<file path="src/rtl/ua_receive_pkg.sv">
// UART receive shared definitions: state encodings,
// frame geometry and a log2 helper for counter sizing.
package ua_receive_pkg;

  localparam logic [1:0] IDLE  = 2'd0;
  localparam logic [1:0] START = 2'd1;
  localparam logic [1:0] DATA  = 2'd2;
  localparam logic [1:0] STOP  = 2'd3;

  localparam int UA_DATA_BITS  = 8;
  localparam int UA_FRAME_BITS = 10;

  // Bits needed to hold values 0..v-1 (minimum 1).
  function automatic int log2(input int v);
    int r;
    r = 1;
    while ((1 << r) < v) r++;
    return r;
  endfunction

endpackage

</file>
<file path="src/rtl/ua_sync.sv">
// Two-flop synchronizer for an asynchronous input.
// Ports: i_clk, i_rst_n (async low), i_d in, o_q synchronized out.
module ua_sync #(
  parameter logic RESET_VAL = 1'b1
) (
  input  logic i_clk,
  input  logic i_rst_n,
  input  logic i_d,
  output logic o_q
);

  logic r_meta;
  logic r_q;

  always_ff @(posedge i_clk or negedge i_rst_n) begin
    if (!i_rst_n) begin
      r_meta <= RESET_VAL;
      r_q    <= RESET_VAL;
    end else begin
      r_meta <= i_d;
      r_q    <= r_meta;
    end
  end

  assign o_q = r_q;

endmodule

</file>
<file path="src/rtl/ua_receive.sv">
// UART 8N1 receiver with a one-entry ready/valid output register.
// Ports: Clock, Reset (async low), SIn serial in, DataOut/DataOutValid/
// DataOutReady handshake; FrameError when UA_RX_FRAMING_ERR_EN is defined.
module ua_receive
  import ua_receive_pkg::*;
#(
  parameter int ClockFreq = 100_000_000,
  parameter int BaudRate  = 115_200
) (
  input  logic       Clock,
  input  logic       Reset,
  input  logic       SIn,
  input  logic       DataOutReady,
  output logic [7:0] DataOut,
  output logic       DataOutValid
`ifdef UA_RX_FRAMING_ERR_EN
  ,
  output logic       FrameError
`endif
);

  localparam int SymbolEdgeTime    = ClockFreq / BaudRate;
  localparam int SampleTime        = SymbolEdgeTime / 2;
  localparam int ClockCounterWidth = log2(SymbolEdgeTime);
  localparam int CW                = ClockCounterWidth;

  localparam logic [CW-1:0] SAMPLE_LAST = CW'(SampleTime - 1);
  localparam logic [CW-1:0] EDGE_LAST   = CW'(SymbolEdgeTime - 1);

  logic          w_rxs;
  logic [1:0]    r_state;
  logic [CW-1:0] r_clk_cnt;
  logic [3:0]    r_bit_cnt;
  logic [7:0]    r_shift;
  logic [7:0]    r_data;
  logic          r_valid;

  logic w_samp_start;
  logic w_edge;
  logic w_stop_hit;
  logic w_accept;
  logic w_room;
  logic w_load;

  ua_sync #(
    .RESET_VAL(1'b1)
  ) u_sync (
    .i_clk  (Clock),
    .i_rst_n(Reset),
    .i_d    (SIn),
    .o_q    (w_rxs)
  );

  always_comb begin
    w_samp_start = (r_state == START)
                && (r_clk_cnt == SAMPLE_LAST);
    w_edge       = (r_clk_cnt == EDGE_LAST);
    w_stop_hit   = (r_state == STOP) && w_edge;
    w_accept     = r_valid && DataOutReady;
    // A full register that is being drained this
    // cycle can take the new byte.
    w_room       = !r_valid || w_accept;
`ifdef UA_RX_FRAMING_ERR_EN
    w_load       = w_stop_hit && w_room;
`else
    w_load       = w_stop_hit && w_rxs && w_room;
`endif
  end

  always_ff @(posedge Clock or negedge Reset) begin
    if (!Reset) begin
      r_state   <= IDLE;
      r_clk_cnt <= '0;
      r_bit_cnt <= '0;
      r_shift   <= '0;
    end else begin
      unique case (r_state)
        IDLE: begin
          r_clk_cnt <= '0;
          r_bit_cnt <= '0;
          if (!w_rxs) r_state <= START;
        end
        START: begin
          if (w_samp_start) begin
            r_clk_cnt <= '0;
            r_state   <= w_rxs ? IDLE : DATA;
          end else begin
            r_clk_cnt <= r_clk_cnt + 1'b1;
          end
        end
        DATA: begin
          if (w_edge) begin
            r_shift   <= {w_rxs, r_shift[7:1]};
            r_bit_cnt <= r_bit_cnt + 4'd1;
            r_clk_cnt <= '0;
            if (r_bit_cnt == 4'(UA_DATA_BITS - 1))
              r_state <= STOP;
          end else begin
            r_clk_cnt <= r_clk_cnt + 1'b1;
          end
        end
        STOP: begin
          // Back to IDLE at mid-stop so the next start
          // edge is seen half a bit early.
          if (w_edge) begin
            r_clk_cnt <= '0;
            r_state   <= IDLE;
          end else begin
            r_clk_cnt <= r_clk_cnt + 1'b1;
          end
        end
      endcase
    end
  end

`ifdef UA_RX_FRAMING_ERR_EN
  logic r_ferr;

  always_ff @(posedge Clock or negedge Reset) begin
    if (!Reset) begin
      r_ferr <= 1'b0;
    end else if (w_load) begin
      r_ferr <= !w_rxs;
    end
  end

  assign FrameError = r_ferr;
`endif

  always_ff @(posedge Clock or negedge Reset) begin
    if (!Reset) begin
      r_data  <= 8'h00;
      r_valid <= 1'b0;
    end else if (w_load) begin
      r_data  <= r_shift;
      r_valid <= 1'b1;
    end else if (w_accept) begin
      r_valid <= 1'b0;
    end
  end

  assign DataOut      = r_data;
  assign DataOutValid = r_valid;

endmodule

</file>
<file path="config.mk">
export PLATFORM = sky130hd
export DESIGN_NAME = ua_receive
export DESIGN_NICKNAME = d
export VERILOG_FILES = /design/src/rtl/ua_receive_pkg.sv /design/src/rtl/ua_sync.sv /design/src/rtl/ua_receive.sv
export SDC_FILE = /design/constraint.sdc
export NUM_CORES = 1
export LEC_CHECK = 0
export CORE_MARGIN = 10
export CORE_UTILIZATION = 54
export CTS_BUF_LIST = sky130_fd_sc_hd__clkbuf_16
export CTS_CLUSTER_DIAMETER = 30
export DETAILED_ROUTE_END_ITERATION = 8
export GPL_TIMING_DRIVEN = 0
export PLACE_DENSITY = 0.8
export SLEW_MARGIN = 20
export SYNTH_ARGS = -nofsm -noshare
export SYNTH_HDL_FRONTEND = slang
export SYNTH_HIERARCHICAL = 1
export SYNTH_SLANG_ARGS = --single-unit
export TNS_END_PERCENT = 100
</file>
<file path="constraint.sdc">
create_clock -name Clock -period 2.45 [get_ports Clock]
set_input_delay 0.245 -clock Clock [delete_from_list [all_inputs] [get_ports Clock]]
set_output_delay 0.245 -clock Clock [all_outputs]
set_load 0.05 [all_outputs]
</file>
==> out/metrics.yaml <==
worst_setup_path:
  crit_required_ps: 2610
  cp-startpoint: "r_clk_cnt[0]"
  startpoint_type: "flip-flop"
  path_cells: "ha_2 -> nand4b_1 -> or3_1 -> buf_6 -> or3b_1 -> buf_6 -> mux2_4"
  arrival_ps: 2470
  cp_common_cell: "buf_6"
  cp_slowest_cell: "dfrtp_1"
  cp-end-kind: "flip-flop"
  worstPathMaxFanout: 10
  slowest_delay_ps: 410
  r2r-start: "r_clk_cnt[0]"
  setup.worst_path.class: "flip-flop to flip-flop"
synthesis:
  synth-main-ff-cell: "dfrtp_1"
  synth_edf_count: 0
  synth_seq_cells: 35
  syn_avg_cell_area_um2: 12.3
  async_flop_share_pct: 100
  synthesis.area_um2: 1570
  ys_seq_area_share_pct: 56.0
  synth_cell_types: 36
  syn-num-nets: 134
  synthesis.instances: 127
  yosysWarningCount: 6
worst_hold_path:
  hold_path_startpoint: "u_sync/r_meta"
  holdCritPathClass: "flip-flop to flip-flop"
placement:
  dpl.cell_count: 171
  hpwlAfterDp_mm: 1.96
  io_buffers: 12
  globalplace.congestion: 0.720
  dp_slack_ps: 138
  place_area_um2: 1750
clocking:
  clock_latency_ps: 280
  tritoncts: "done"
  cts.reportedPaths.clkPinSlew_ps: 50
  cts.path.max_buffers: 2
  cts_buffers: 5
  cts_sinks: 35
  cts_root_buffer: "clkbuf_16"
  postCtsSetupBuffers: 0
  htreeDepth: 2
drt:
  via_per_inst: 5.63
  wl_per_cell_um: 15.6
  drt-total-wl_mm: 2.81
  vias: 1014
  drt_iter0_markers: 42
  ant_nets: 0
  drc: 0
  detail_route.first_pass.iterations: 4
floorplan:
  initial_utilization_pct: 56.9
  io-pin-count: 13
  core_area_um2: 2760
  std_cell_rows: 19
  dieArea_um2: 5460
  die_width_um: 73.9
  die_h_um: 73.9
power:
  leakagePower_nw: 0.903
  powerDensity_nw_per_um2: 622
  power_mw: 1.18
  vdd_ir_drop_max_uv: 728
grt:
  antenna_found_initial: 0
  grt_pass1_vias: 976
  grt_start_max_net_pins: 22
  gr-usage-all-layers_pct: 11.2
  grt_first_pass_wirelength_mm: 4.69
  grt_overflow_total: 0
final_layout:
  area_delta_synth_final_pct: 21.1
  final_common_cell: "dfrtp_1"
  final_area_um2: 1900
  diodes: 0
  final_cells: 180
  mostFrequentLayoutCells: "dfrtp_1, nor2_1, clkdlybuf4s50_1"
  final_nets: 155
  fill_cells: 206
  drive_gt1_share_pct: 20.8
  fin_util_pct: 68.9
timing:
  max-slew-margin-rel_pct: 50.5
  fmax_mhz: 433
  setup_viol: 0
  period_share_pct: 94.3
  setup-tns-final_ps: 0
  hold_viol: 0
  rsz0062_at_grt: "false"
  min_period_ps: 2310
  tightest_slew_ps: 743
  slew_viol_final: 0
  holdWs_ps: 353
  fin_skew_ps: 2.74
  fin_ws_ps: 139
outcome:
  status: "finished, final reports clean"
job:
  cap_violations: 0
-- state kept, by name, indices dropped and copies added (netlist names), named ones only --
| name | count |
|---|---|
| r_state | 1 |
| r_shift | 8 |
| r_bit_cnt | 4 |
| r_clk_cnt | 10 |
| DataOut | 8 |
| u_sync/o_q | 1 |
| u_sync/r_meta | 1 |
| DataOutValid | 1 |
-- per-layer routing --
metal	track usage (%)	share of wire, %	vias to the layer above	wire (um)
met4	4.97	1.8	0	51
met1	13.5	44	495	1230
met2	16.9	49	17	1380
li1	-	-	496	-
met5	0	0	-	0
met3	4.98	5.2	6	145
-- critical path, delay by kind of cell, from the launching register on --
family | cells | cell delay [ps]
buffers and inverters | 2 | 320
flip-flops | 1 | 410
adder cells (fa/ha/maj) | 1 | 230
AND/OR/NAND/NOR | 3 | 930
multiplexers | 1 | 310
-- cells in the mapped netlist, drive strengths merged (2+ instances only) --
cell    instances  share of area, %
a31oi           2              0.80
and4            2               1.1
buf             3               1.7
dfrtp          33                53
dfstp           2               3.4
ha              3               2.4
inv             2              0.48
mux2           17                14
nand2           8               1.9
nand2b          2              0.80
nand3           7               2.2
nand4           2              0.80
nor2           14               3.5
nor3            3              0.96
nor4            2              0.80
nor4b           2               1.1
o311ai          2               1.1
xnor2           3               1.7
xor2            4               2.2
-- where the power goes --
part	total [mW]	switching [mW]	internal (mW)	leakage (nW)
combinational	0.0209	0.0118	0.00903	0.359
sequential	0.583	0.00110	0.582	0.467
clock	0.578	0.212	0.366	0.0762
-- repair_timing --
| item | 4_1_cts | 5_1_grt |
|---|---|---|
| resized for setup | 0 | 1 |
| endpoints found under the hold margin | 13 | 0 |
| hold buffers | 1 | 0 |
| endpoints found under the setup margin | 0 | 4 |
-- logic make-up after synthesis --
kind of cell,count (synthesis),synth area share [%]
simple gates,48,16.0
buf+inv,6,2.39
compound gates,11,5.11
fa+ha+maj,3,2.39
flops,35,56.0
mux,17,14.1
xor+xnor,7,3.91
-- worst paths after layout --
check,end,slack (ps),cells past startpoint
max,DataOut[5],140,7
min,u_sync/o_q,350,0
max reg2reg,DataOut[5],140,7
min reg2reg,u_sync/o_q,350,0
max in group asynchronous,u_sync/o_q,1530,3
min in group asynchronous,r_clk_cnt[7],420,2
-- final cells by class --
cell class | count | area [um^2] | area share [%]
Clock inverter | 3 | 12.5 | 0.659
Tap cell | 31 | 38.8 | 2.04
Buffer | 4 | 30.0 | 1.58
Timing Repair Buffer | 14 | 153 | 8.04
Multi-Input combinational cell | 86 | 654 | 34.5
Clock buffer | 5 | 125 | 6.59
Inverter | 2 | 7.51 | 0.395
Sequential cell | 35 | 878 | 46.2
(Power assumes the default switching activity.)
